### src/rtl/toggle_flip_flop_bank_arbiter.sv
// Bank of WIDTH toggle flip-flops shared by NUM_REQUESTERS clients.
// A round-robin arbiter accepts at most one command per cycle; the command
// toggles, sets, clears or reads one bit, and the served requester gets a
// one-cycle response carrying the post-operation bit value.
module toggle_flip_flop_bank_arbiter #(
  parameter int NUM_REQUESTERS = 4,
  parameter int WIDTH          = 8,
  localparam int INDEX_WIDTH   = (WIDTH > 1) ? $clog2(WIDTH) : 1
) (
  input  logic                                  clock,
  input  logic                                  resetn,
  input  logic                                  clear,
  input  logic [NUM_REQUESTERS-1:0]             request_valid,
  output logic [NUM_REQUESTERS-1:0]             request_ready,
  input  logic [2*NUM_REQUESTERS-1:0]           request_operation,
  input  logic [INDEX_WIDTH*NUM_REQUESTERS-1:0] request_index,
  output logic [NUM_REQUESTERS-1:0]             response_valid,
  output logic                                  response_state,
  output logic [WIDTH-1:0]                      state
);

  localparam int POINTER_WIDTH = (NUM_REQUESTERS > 1) ? $clog2(NUM_REQUESTERS) : 1;

  typedef enum logic [1:0] {
    OP_TOGGLE = 2'b00,
    OP_SET    = 2'b01,
    OP_CLEAR  = 2'b10,
    OP_READ   = 2'b11
  } operation_e;

  // Round-robin pointer: the requester with highest priority this cycle.
  logic [POINTER_WIDTH-1:0] pointer;
  logic [POINTER_WIDTH-1:0] pointer_next;

  // Arbitration results.
  logic [NUM_REQUESTERS-1:0] grant_scan;
  logic                      grant_found;
  logic [POINTER_WIDTH-1:0]  grant_id;
  logic                      grant_enable;
  logic                      grant_any;

  // Command of the granted requester.
  operation_e                sel_operation;
  logic [INDEX_WIDTH-1:0]    sel_index;

  // Bank update and response data.
  logic                      index_in_range;
  logic                      bit_current;
  logic                      bit_next;
  logic                      response_bit;
  logic [WIDTH-1:0]          state_next;

  // Scan requesters starting at the pointer and pick the first valid one.
  always_comb begin
    // NOTE: every variable of a combinational block gets a default first so no latch is inferred.
    int                       candidate;
    logic [POINTER_WIDTH-1:0] candidate_id;
    grant_scan   = '0;
    grant_found  = 1'b0;
    grant_id     = '0;
    candidate    = 0;
    candidate_id = '0;
    for (int offset = 0; offset < NUM_REQUESTERS; offset++) begin
      candidate = int'(pointer) + offset;
      if (candidate >= NUM_REQUESTERS) begin
        candidate = candidate - NUM_REQUESTERS;
      end
      candidate_id = POINTER_WIDTH'(candidate);
      if (!grant_found && request_valid[candidate_id]) begin
        grant_found              = 1'b1;
        grant_id                 = candidate_id;
        grant_scan[candidate_id] = 1'b1;
      end
    end
  end

  // Clear and reset suppress every grant; the ready vector is the gated scan.
  always_comb begin
    grant_enable  = resetn && !clear;
    grant_any     = grant_found && grant_enable;
    request_ready = grant_enable ? grant_scan : '0;
  end

  // Route the granted requester's operation and index to the bank.
  always_comb begin
    sel_operation = OP_READ;
    sel_index     = '0;
    for (int r = 0; r < NUM_REQUESTERS; r++) begin
      if (grant_scan[r]) begin
        sel_operation = operation_e'(request_operation[2*r +: 2]);
        sel_index     = request_index[INDEX_WIDTH*r +: INDEX_WIDTH];
      end
    end
  end

  // Compute the post-operation bit; out-of-range indices leave the bank alone
  // and answer 0.
  always_comb begin
    index_in_range = (int'(sel_index) < WIDTH);
    bit_current    = index_in_range ? state[sel_index] : 1'b0;
    unique case (sel_operation)
      OP_TOGGLE: bit_next = ~bit_current;
      OP_SET:    bit_next = 1'b1;
      OP_CLEAR:  bit_next = 1'b0;
      default:   bit_next = bit_current;
    endcase
    response_bit = index_in_range ? bit_next : 1'b0;
    state_next   = state;
    if (grant_any && index_in_range) begin
      state_next[sel_index] = bit_next;
    end
  end

  // The pointer moves to the requester after the one just served.
  always_comb begin
    pointer_next = pointer;
    if (grant_any) begin
      if (grant_id == POINTER_WIDTH'(NUM_REQUESTERS - 1)) begin
        pointer_next = '0;
      end else begin
        pointer_next = grant_id + POINTER_WIDTH'(1);
      end
    end
  end

  // Arbitration pointer register.
  always_ff @(posedge clock or negedge resetn) begin
    if (!resetn) begin
      pointer <= '0;
    end else begin
      // NOTE: non-blocking assignments so every register samples pre-edge values.
      pointer <= pointer_next;
    end
  end

  // Bank register: clear wins over any command.
  always_ff @(posedge clock or negedge resetn) begin
    if (!resetn) begin
      // NOTE: the bank is a small set of flops, not a RAM, so it is reset with everything else.
      state <= '0;
    end else if (clear) begin
      state <= '0;
    end else begin
      state <= state_next;
    end
  end

  // One-cycle response to the requester served at this edge.
  always_ff @(posedge clock or negedge resetn) begin
    if (!resetn) begin
      response_valid <= '0;
      response_state <= 1'b0;
    end else begin
      response_valid <= request_ready;
      response_state <= grant_any ? response_bit : 1'b0;
    end
  end

endmodule

### config.mk
export PLATFORM = sky130hd
export DESIGN_NAME = toggle_flip_flop_bank_arbiter
export DESIGN_NICKNAME = d
export VERILOG_FILES = /design/src/rtl/toggle_flip_flop_bank_arbiter.sv
export SDC_FILE = /design/constraint.sdc
export NUM_CORES = 1
export LEC_CHECK = 0
export CORE_MARGIN = 2
export CORE_UTILIZATION = 52
export CTS_CLUSTER_SIZE = 24
export DETAILED_ROUTE_END_ITERATION = 8
export GPL_TIMING_DRIVEN = 0
export PLACE_DENSITY = 0.92
export SYNTH_ARGS = -nofsm -noshare
export SYNTH_HDL_FRONTEND = slang
export SYNTH_SLANG_ARGS = --single-unit
### constraint.sdc
create_clock -name clock -period 9.9 [get_ports clock]
set_input_delay 1.98 -clock clock [delete_from_list [all_inputs] [get_ports clock]]
set_output_delay 1.98 -clock clock [all_outputs]
set_load 0.005 [all_outputs]
* After elaboration in Yosys (flattened, before gate mapping)
Cells that the tools add are included.
Storage, ports and cells: input bits 27, register bits 15, logic and storage cells 100, output and inout port bits 17
Operators by class: $lt $le $gt $ge 14, $add $sub $neg 8, muxes and demuxes 51, reductions and logical operators 16, bitwise operators 4, equal/unequal tests 3
Operators by type and width (count):
- $mux 2 | 13
- $mux 4 | 5
- $mux 8 | 2
- $mux 1 | 15
- $lt 2x3->1 const B | 4
- $mux 3 | 4
- $or 4x4->4 | 3
- $logic_and 1x1->1 | 10
- $ge 3x3->1 const B | 3
- $bmux 1 s2 | 4
- $bwmux 8 | 1
- $demux 1 s2 | 4
- $ge 2x1->1 const B | 4
- $sub 2x1->2 const B | 4
- $add 2x2->3 const B | 2
- $eq 2x2->1 const B | 2
- $logic_not 1->1 | 4
- $lt 3x4->1 const B | 1
- $add 2x1->3 const B | 1
- $bmux 1 s3 | 1
- $demux 1 s3 | 1
- $ge 2x3->1 const B | 1
- $ge 3x1->1 const B | 1
- $pmux 1 s3 | 1
- other kinds (5) | 5

* Logic depth before layout (Yosys ltp)
Gate-level depths: netlist of run 1.
depth in word-level cells 25, depth in mapped cells 17, gate-level depth less buffers 12

* Least setup slack after synthesis of run 1
Ideal clock, no wire load.
path type in2out, from input request_valid[1], to output request_ready[3], required time 7.920 ns, slack 4.407 ns, arrival time 3.513 ns, buffers on the path 2, cell stages on the path 7, cells stage by stage clkbuf_1 -> inv_1 -> a311oi_1 -> a211oi_1 -> a221oi_2 -> buf_2 -> nor2_1
On the way: longest elaborated chain between the ends 13, elaborated cells on any way between the ends 25, those cells by class mux (16); bitwise (3); reduce/logical (6)
RTL lines:
- from (decl) | line 13 | input logic [NUM_REQUESTERS-1:0] request_valid,
- $bmux 1 s2 | line 69 | if (!grant_found && request_valid[candidate_id]) begin
- $mux 1 (not written as such) | line 69
- $mux 1 | line 69
- $logic_not 1->1 | line 69
- $logic_and 1x1->1 | line 69
- $mux 1 | line 69
- $logic_not 1->1 | line 69
- $logic_and 1x1->1 | line 69
- $mux 1 | line 69
- $logic_not 1->1 | line 69
- $logic_and 1x1->1 | line 69
- $mux 4 (*) | line 69
- $mux 4 (*) | line 81 | request_ready = grant_enable ? grant_scan : '0;
- to (decl) | line 14 | output logic [NUM_REQUESTERS-1:0] request_ready,
Every way passes the cells marked *; elsewhere a longest branch is shown, timed or not. The select of a mux whose other input is x is not followed.

* Final worst setup path of run 1
Same ends and word-level chain as after synthesis.

==> reports/metrics.yaml, run 1 <==
cp.arrival_ps: 4970
area_delta_synth_final_pct: 31.1
grt_pass1_vias: 1558
critPathCaptureType: "output pin"
synth_edf_count: 0
grt_use_total_pct: 25.7
syn_area_sq_um: 1600
clock_path_buffers: 2
hold-worst-slack_ps: 562
grt_pass1_wl_um: 7000
layout.nets: 280
root_buffer: "clkbuf_4"
cts_resized: 0
path_cells: "clkdlybuf4s50_1 -> clkbuf_1 -> and3b_1 -> o21ai_0 -> nand2_1 -> a221oi_2 -> buf_2 -> nor2_1 -> clkdlybuf4s50_1"
die_area_sq_um: 3530
fin_crit_sh_pct: 70.2
synth_seq_area_share_pct: 23.5
wl_per_cell_um: 15.7
synth_cell_type_count: 51
antenna_found_initial: 0
diodes: 0
grt_overflow_total: 0
cp-start-kind: "primary input"
wirelength_um: 4360
ys_warn_count: 0
status: "complete, no violations"
syn_inst: 198
place_area_sq_um: 2070
synth-seq-cells: 15
cpPeakStageDelay_ps: 500
final.setup_skew_ps: 7.33
max_freq_mhz: 144
place.gp.congestion: 0.931
cts_hold_buf: 0
drc: 0
finalNonFillerCells: 278
initial_core_util_pct: 53.7
worst_pin_slew_ps: 889
holdCritPathClass: "flip-flop to flip-flop"
max_cap_viol_count: 0
setup_ws_ps: 2950
die_x_um: 59.5
clk_latency_ps: 290
syn_nets: 232
htree_levels: 1
synth-async-reset-ratio_pct: 100
slowest_stage: "clkdlybuf4s50_1"
cts_tree: "yes"
final_max_slew_viol_count: 0
required_ps: 7920
final_util_pct: 70.4
core_sq_um: 2980
syn_avg_cell_area_sq_um: 8.08
viasPerCell: 6.22
pre_cts_slack_ps: 3030
p_leak_nw: 0.847
clk_pin_slew_ps: 90
io_buffers: 43
fp-row-count: 20
fin_crit_ps: 6950
relSlewSlack_pct: 39.9
cts_buffers: 3
vias: 1729
io_pins: 44
power_density_nw_per_um2: 320
firstDrtPassIters: 4
peakVddDrop_v: 0.000159
clock-sinks: 15
setup_tns_ps: 0
final_antenna_net_count: 0
cp_max_fo: 10
design_area_sq_um: 2100
drive_above_1_share_pct: 9.39
worstSetupPathType: "primary input to output pin"
place_inst: 274
cpMostUsedCell: "clkdlybuf4s50_1"
fillers: 241
initialDrtViolationCount: 114
cts_setup_buffers: 0
synth-main-ff-cell: "dfrtp_1"
die_h_um: 59.5
rsz0062_at_grt: "no"
dp.final_hpwl_um: 3260
final_hold_viol_count: 0
power_mw: 0.671
setup_viol: 0
grt_max_degree: 17
[cell usage in the layout, fill, tap and decap left out, types with 2 or more instances in the layout]
cell type         n
inv_1            15
dfrtp_1          15
mux4_2            2
a21boi_0          2
clkdlybuf4s50_1  43
buf_2             3
and3b_1           3
a21oi_1           9
nand3b_1          7
o221ai_1          3
nor2_1           15
and2_1            2
nand2_1          18
ha_1              7
a31oi_1           4
o211ai_1          2
nand3_1           7
mux2i_1           6
o21ai_0          12
clkbuf_1          6
nor3_1            2
nor3b_1           7
a211oi_1          5
clkbuf_4          3
a2111oi_2         2
nor2b_1           2
o311ai_1          3
or3_1             3
o21a_1            2
o21ai_1           6
nand2b_1          7
[cells in the mapped netlist, drive strengths merged, types with 2 or more instances]
| cell type | number | area share [%] |
|---|---|---|
| nor3 | 3 | 1.3 |
| inv | 16 | 3.8 |
| o311ai | 4 | 2.7 |
| or3 | 3 | 1.2 |
| and3b | 3 | 1.6 |
| nand3b | 7 | 3.3 |
| a2111oi | 3 | 2.4 |
| a31oi | 4 | 1.6 |
| nand2 | 18 | 4.2 |
| o21a | 2 | 0.94 |
| nor2 | 15 | 3.5 |
| a21boi | 2 | 0.94 |
| and2 | 2 | 0.78 |
| nor2b | 2 | 0.78 |
| mux2i | 7 | 4.6 |
| a211oi | 5 | 2.3 |
| ha | 7 | 5.5 |
| buf | 5 | 2.1 |
| o21ai | 18 | 5.6 |
| dfrtp | 15 | 23 |
| nand3 | 7 | 2.2 |
| o211ai | 2 | 0.94 |
| a21oi | 9 | 2.8 |
| nor3b | 7 | 3.3 |
| o221ai | 3 | 1.6 |
| mux4 | 2 | 2.8 |
| nand2b | 7 | 2.7 |
| clkbuf | 5 | 1.2 |
[path summary, 6_finish.rpt]
check | start | to | slack [ps] | depth (start not counted)
max in group asynchronous | resetn | state[4] | 7320 | 1
setup reg to reg | pointer[1] | state[7] | 4860 | 15
hold / removal | state[2] | state[2] | 560 | 2
setup / recovery | request_valid[1] | request_ready[3] | 2950 | 9
hold reg to reg | state[2] | state[2] | 560 | 2
min in group asynchronous | resetn | response_valid[0] | 2110 | 1
[metal layers]
| layer | vias up | wire length [um] | global-route usage (%) |
|---|---|---|---|
| met4 | 0 | 51 | 6.82 |
| met5 | - | 0 | 0 |
| met1 | 805 | 1900 | 35.3 |
| met2 | 89 | 2080 | 41.1 |
| met3 | 10 | 322 | 5.02 |
| li1 | 825 | - | - |
[cells by family (layout without fill, tap and decap cells)]
group | count (synthesis) | count (layout) | share of synthesized area, %
XOR/XNOR | 1 | 1 | 0.548
flip-flops | 15 | 15 | 23.5
buffers and inverters | 26 | 73 | 7.04
AND/OR/NAND/NOR | 78 | 78 | 26.7
multiplexers | 10 | 10 | 8.14
adder cells (fa/ha/maj) | 7 | 7 | 5.48
AO/OA/AOI/OAI | 61 | 61 | 28.6
[sequential cells by signal (all words and copies together), names as in the netlist, named ones only]
name / count
response_valid: 4
response_state: 1
state: 8
pointer: 1
[layout make-up]
type / instances / area [sq um] / share of cell area [%]
plain buffers: 10 / 52.6 / 2.51
repair buffers: 43 / 430 / 20.5
flip-flops and latches: 15 / 375 / 17.9
clock buffers: 4 / 26.3 / 1.25
well taps: 33 / 41.3 / 1.97
multi-input cells: 157 / 1110 / 53.0
inverters: 16 / 60.1 / 2.86
[critical path: cells and delay by family]
family,cells,cell delay [ps]
simple gates,3,530
compound gates,2,840
buf+inv,4,1620
[power by group]
group,switching [mW],internal [mW],leakage (nW)
Sequential,0.0186,0.0806,0.202
Combinational,0.310,0.225,0.630
Clock,0.0208,0.0157,0.0150
Power figures use the tool's default switching activity.
==> run 2, diff against run 1 <==
CORE_UTILIZATION = 49   (was 52)
PLACE_DENSITY = 0.87   (was 0.92)
clock period = 7 ns   (was 9.9 ns; I/O delays follow)
==> reports/metrics.yaml, run 2 (synthesis results as in run 1) <==
status: "complete, no violations"
cpPeakStageDelay_ps: 500
largestRegisters: "state x8, response_valid x4"
r2r_slack_ps: 2020
wl_per_cell_um: 14.9
comb_power_share_pct: 79.5
slowest_stage: "a221oi_2"
cp-start-kind: "primary input"
firstDrtPassIters: 4
cts_buffers: 3
die_area_sq_um: 3740
cts_resized: 0
power_frac_seq_pct: 14.9
fp-row-count: 20
clk_latency_ps: 300
setup_ws_ps: 1210
intPower_mw: 0.454
final_antenna_net_count: 0
grt_pass1_wl_um: 6910
max_cap_viol_count: 0
wirelength_um: 4300
final_max_slew_viol_count: 0
worstSetupPathType: "primary input to output pin"
power_frac_clock_pct: 5.7
fin_crit_ps: 5790
area_delta_synth_final_pct: 32.2
cts_hold_buf: 0
place.gp.congestion: 0.925
peakVddDrop_v: 0.000251
viasPerCell: 5.91
cts_tree: "yes"
grt_use_total_pct: 24.4
place_area_sq_um: 2080
grt_max_degree: 17
clk_pin_slew_ps: 100
layout.nets: 280
diodes: 0
rsz0062_at_grt: "no"
crit_family: "buffers and inverters"
final_hold_viol_count: 0
required_ps: 5600
critPathCaptureType: "output pin"
most-common-layout-cells: "clkdlybuf4s50_1 (43), nand2_1 (18), inv_1 (15), nor2_1 (15), dfrtp_1 (15)"
vias: 1709
root_buffer: "clkbuf_4"
cp.arrival_ps: 4390
power_density_nw_per_um2: 446
p_switching_mw: 0.490
clock_path_buffers: 2
path_cells: "clkdlybuf4s50_1 -> clkbuf_1 -> and3b_1 -> o21ai_0 -> nand2_1 -> a221oi_2 -> buf_2 -> nor2_1 -> clkdlybuf4s50_1"
fin_crit_sh_pct: 82.7
setup_viol: 0
relSlewSlack_pct: 40.3
worst_pin_slew_ps: 884
cp_max_fo: 10
core_sq_um: 3080
max_freq_mhz: 173
grt_pass1_vias: 1501
io_buffers: 43
final_common_cell: "clkdlybuf4s50_1"
drive_above_1_share_pct: 9.80
cpMostUsedCell: "clkdlybuf4s50_1"
die_x_um: 61.1
final_util_pct: 68.7
setup_tns_ps: 0
clock-sinks: 15
antenna_found_initial: 0
final.setup_skew_ps: 7.43
initialDrtViolationCount: 166
largest_reg_flops: 8
io_pins: 44
dp.final_hpwl_um: 3250
design_area_sq_um: 2110
switching_share_pct: 51.9
htree_levels: 1
pre_cts_slack_ps: 1280
initial_core_util_pct: 52.0
max_flop_register: "state"
p_leak_nw: 0.846
drc: 0
holdCritPathClass: "flip-flop to flip-flop"
die_h_um: 61.1
cts_setup_buffers: 0
path_buf_inv: 4
grt_overflow_total: 0
## run 2: cell count changes in the layout (fill, tap and decap cells not counted), sizes merged
cell,change
clkinvlp,+1
clkbuf,-1
## run 2: worst min-delay path: cells and delay by family, from the launching register on
kind             cells  cell delay (ps)
AO/OA/AOI/OAI        1               80
flip-flops           1              380
AND/OR/NAND/NOR      1               80
## run 2: layer usage
layer / GRT usage (%) / wire length (um)
met4: 5.59 / 31
met3: 5.88 / 341
met5: 0 / 0
met1: 35.1 / 1990
met2: 37.2 / 1940
## run 2: area by class of cell
class / instances / area (sq um)
Fill cell: 260 / 963
Buffer: 10 / 52.6
Timing Repair Buffer: 43 / 430
Clock buffer: 3 / 22.5
Sequential cell: 15 / 375
Clock inverter: 1 / 7.51
Tap cell: 44 / 55.1
Multi-Input combinational cell: 157 / 1110
Inverter: 16 / 60.1
## run 2: metrics by stage
step                      cells  total power, mW  hold slack [ps]
after floorplan             198            0.687              527
after global placement      285            0.871              532
after detailed placement    285            0.881              542
after CTS                   289            0.937              569
after global routing        289             1.03              600
final                       289            0.944              565
## run 2: worst paths after layout
check / start / endpoint / cells after the start
max: request_valid[1] / request_ready[3] / 9
min: state[2] / state[2] / 2
max reg2reg: pointer[1] / state[0] / 15
min reg2reg: state[2] / state[2] / 2
max in group asynchronous: resetn / response_valid[3] / 1
min in group asynchronous: resetn / state[4] / 1
## run 2: power groups by stage
stage | combinational [mW] | sequential [mW] | clock (mW)
6_report | 0.750 | 0.140 | 0.0534
5_1_grt | 0.829 | 0.144 | 0.0584
4_1_cts | 0.743 | 0.140 | 0.0546
2_1_floorplan | 0.550 | 0.137 | 0
3_5_place_dp | 0.739 | 0.142 | 0
3_3_place_gp | 0.731 | 0.140 | 0
==> run 3, diff against run 2 <==
CORE_UTILIZATION = 44   (was 49)
PLACE_DENSITY = 0.83   (was 0.87)
clock period = 5.3 ns   (was 7 ns; I/O delays follow)
==> reports/metrics.yaml, run 3 (synthesis results as in run 1) <==
r2r_slack_ps: 420
largestRegisters: "state x8, response_valid x4"
finalNonFillerCells: 291
drive_above_1_share_pct: 10.6
io_pins: 44
crit_path_end: "request_ready[3]"
viasPerCell: 5.81
final_max_slew_viol_count: 0
max_flop_register: "state"
rr_worst_depth: 16
initialDrtViolationCount: 100
max_freq_mhz: 197
holdCritPathClass: "flip-flop to flip-flop"
fp-row-count: 21
htree_levels: 1
critPathCaptureType: "output pin"
core_sq_um: 3420
max_cap_viol_count: 0
place.gp.congestion: 0.912
required_ps: 4240
final_antenna_net_count: 0
grt_pass1_vias: 1663
final_common_cell: "clkdlybuf4s50_1"
fin_crit_sh_pct: 95.8
critical_path.startpoint: "request_valid[1]"
io_buffers: 43
die_x_um: 64.3
cts_tree: "yes"
fin_crit_ps: 5080
setup_viol: 0
clk_latency_ps: 300
p_leak_nw: 0.853
grt_pass1_wl_um: 7400
relSlewSlack_pct: 40.8
die_h_um: 64.3
place_inst: 287
root_buffer: "clkbuf_4"
die_area_sq_um: 4130
dp.final_hpwl_um: 3260
place_area_sq_um: 2090
cts_buffers: 3
vias: 1692
cp.arrival_ps: 4020
area_delta_synth_final_pct: 33.6
cp-start-kind: "primary input"
largest_reg_flops: 8
wirelength_um: 4310
worstSetupPathType: "primary input to output pin"
r2r_end: "state[5]"
diodes: 0
grt_use_total_pct: 22.5
final_hold_viol_count: 0
grt_max_degree: 17
final.setup_skew_ps: 11.8
worst_pin_slew_ps: 877
cp_max_fo: 10
rsz0062_at_grt: "no"
status: "complete, no violations"
firstDrtPassIters: 4
layout.nets: 280
power_mw: 1.27
setup_tns_ps: 0
design_area_sq_um: 2140
initial_core_util_pct: 46.8
clock_path_buffers: 2
power_density_nw_per_um2: 593
most-common-layout-cells: "clkdlybuf4s50_1 (43), nand2_1 (18), inv_1 (15), nor2_1 (15), dfrtp_1 (15)"
clk_pin_slew_ps: 110
clock-sinks: 15
cts_setup_buffers: 0
wl_per_cell_um: 14.8
antenna_found_initial: 0
grt_overflow_total: 0
drc: 0
peakVddDrop_v: 0.000270
## run 3: repair_timing
item	CTS	global route
setup endpoints to repair	0	11
gates resized for setup	0	4
hold buffers	0	0
## run 3: layout make-up
| type | instances | area, sq um |
|---|---|---|
| fillers | 306 | 1280 |
| multi-input cells | 157 | 1130 |
| repair buffers | 43 | 430 |
| flip-flops and latches | 15 | 375 |
| inverters | 16 | 60.1 |
| well taps | 46 | 57.6 |
| plain buffers | 10 | 53.8 |
| clock buffers | 3 | 22.5 |
| clock inverters | 1 | 7.51 |
## run 3: worst min path at each step
stage | from | end | slack (ps) | cells after the start
after floorplan | state[2] | state[2] | 530 | 2
after global placement | state[6] | state[6] | 530 | 2
after detailed placement | state[4] | state[4] | 530 | 2
after CTS | state[4] | state[4] | 560 | 2
after global routing | state[6] | state[6] | 600 | 2
final | state[4] | state[4] | 560 | 2
## run 3: layer usage
layer	track usage (%)	up-vias	share of wire [%]
met5	0	-	0
met4	6.91	0	2.1
met3	4.05	8	6.3
met2	36.7	62	46
met1	30.3	795	45
li1	-	827	-
## run 3: report_power, final
group | leakage [nW] | switching, mW | internal (mW)
Clock | 0.0139 | 0.0428 | 0.0288
Combinational | 0.637 | 0.581 | 0.430
Sequential | 0.202 | 0.0344 | 0.150
## run 3: through the flow
| stage | util, % | hold WS, ps | setup slack (ps) |
|---|---|---|---|
| after floorplan | - | 527 | 1120 |
| after global placement | 61.1 | 527 | 80.0 |
| after detailed placement | 61.1 | 535 | 76.1 |
| after CTS | 62.0 | 561 | 207 |
| after global routing | 62.6 | 603 | 9.92 |
| final | 62.6 | 557 | 223 |
## run 3: critical path: stages
cell and delay (ps):
clkdlybuf4s50_1 490, clkbuf_1 330, and3b_1 220, o21ai_0 330, nand2_1 260, a221oi_2 500, buf_2 300, nor2_1 80
clkdlybuf4s50_1 450
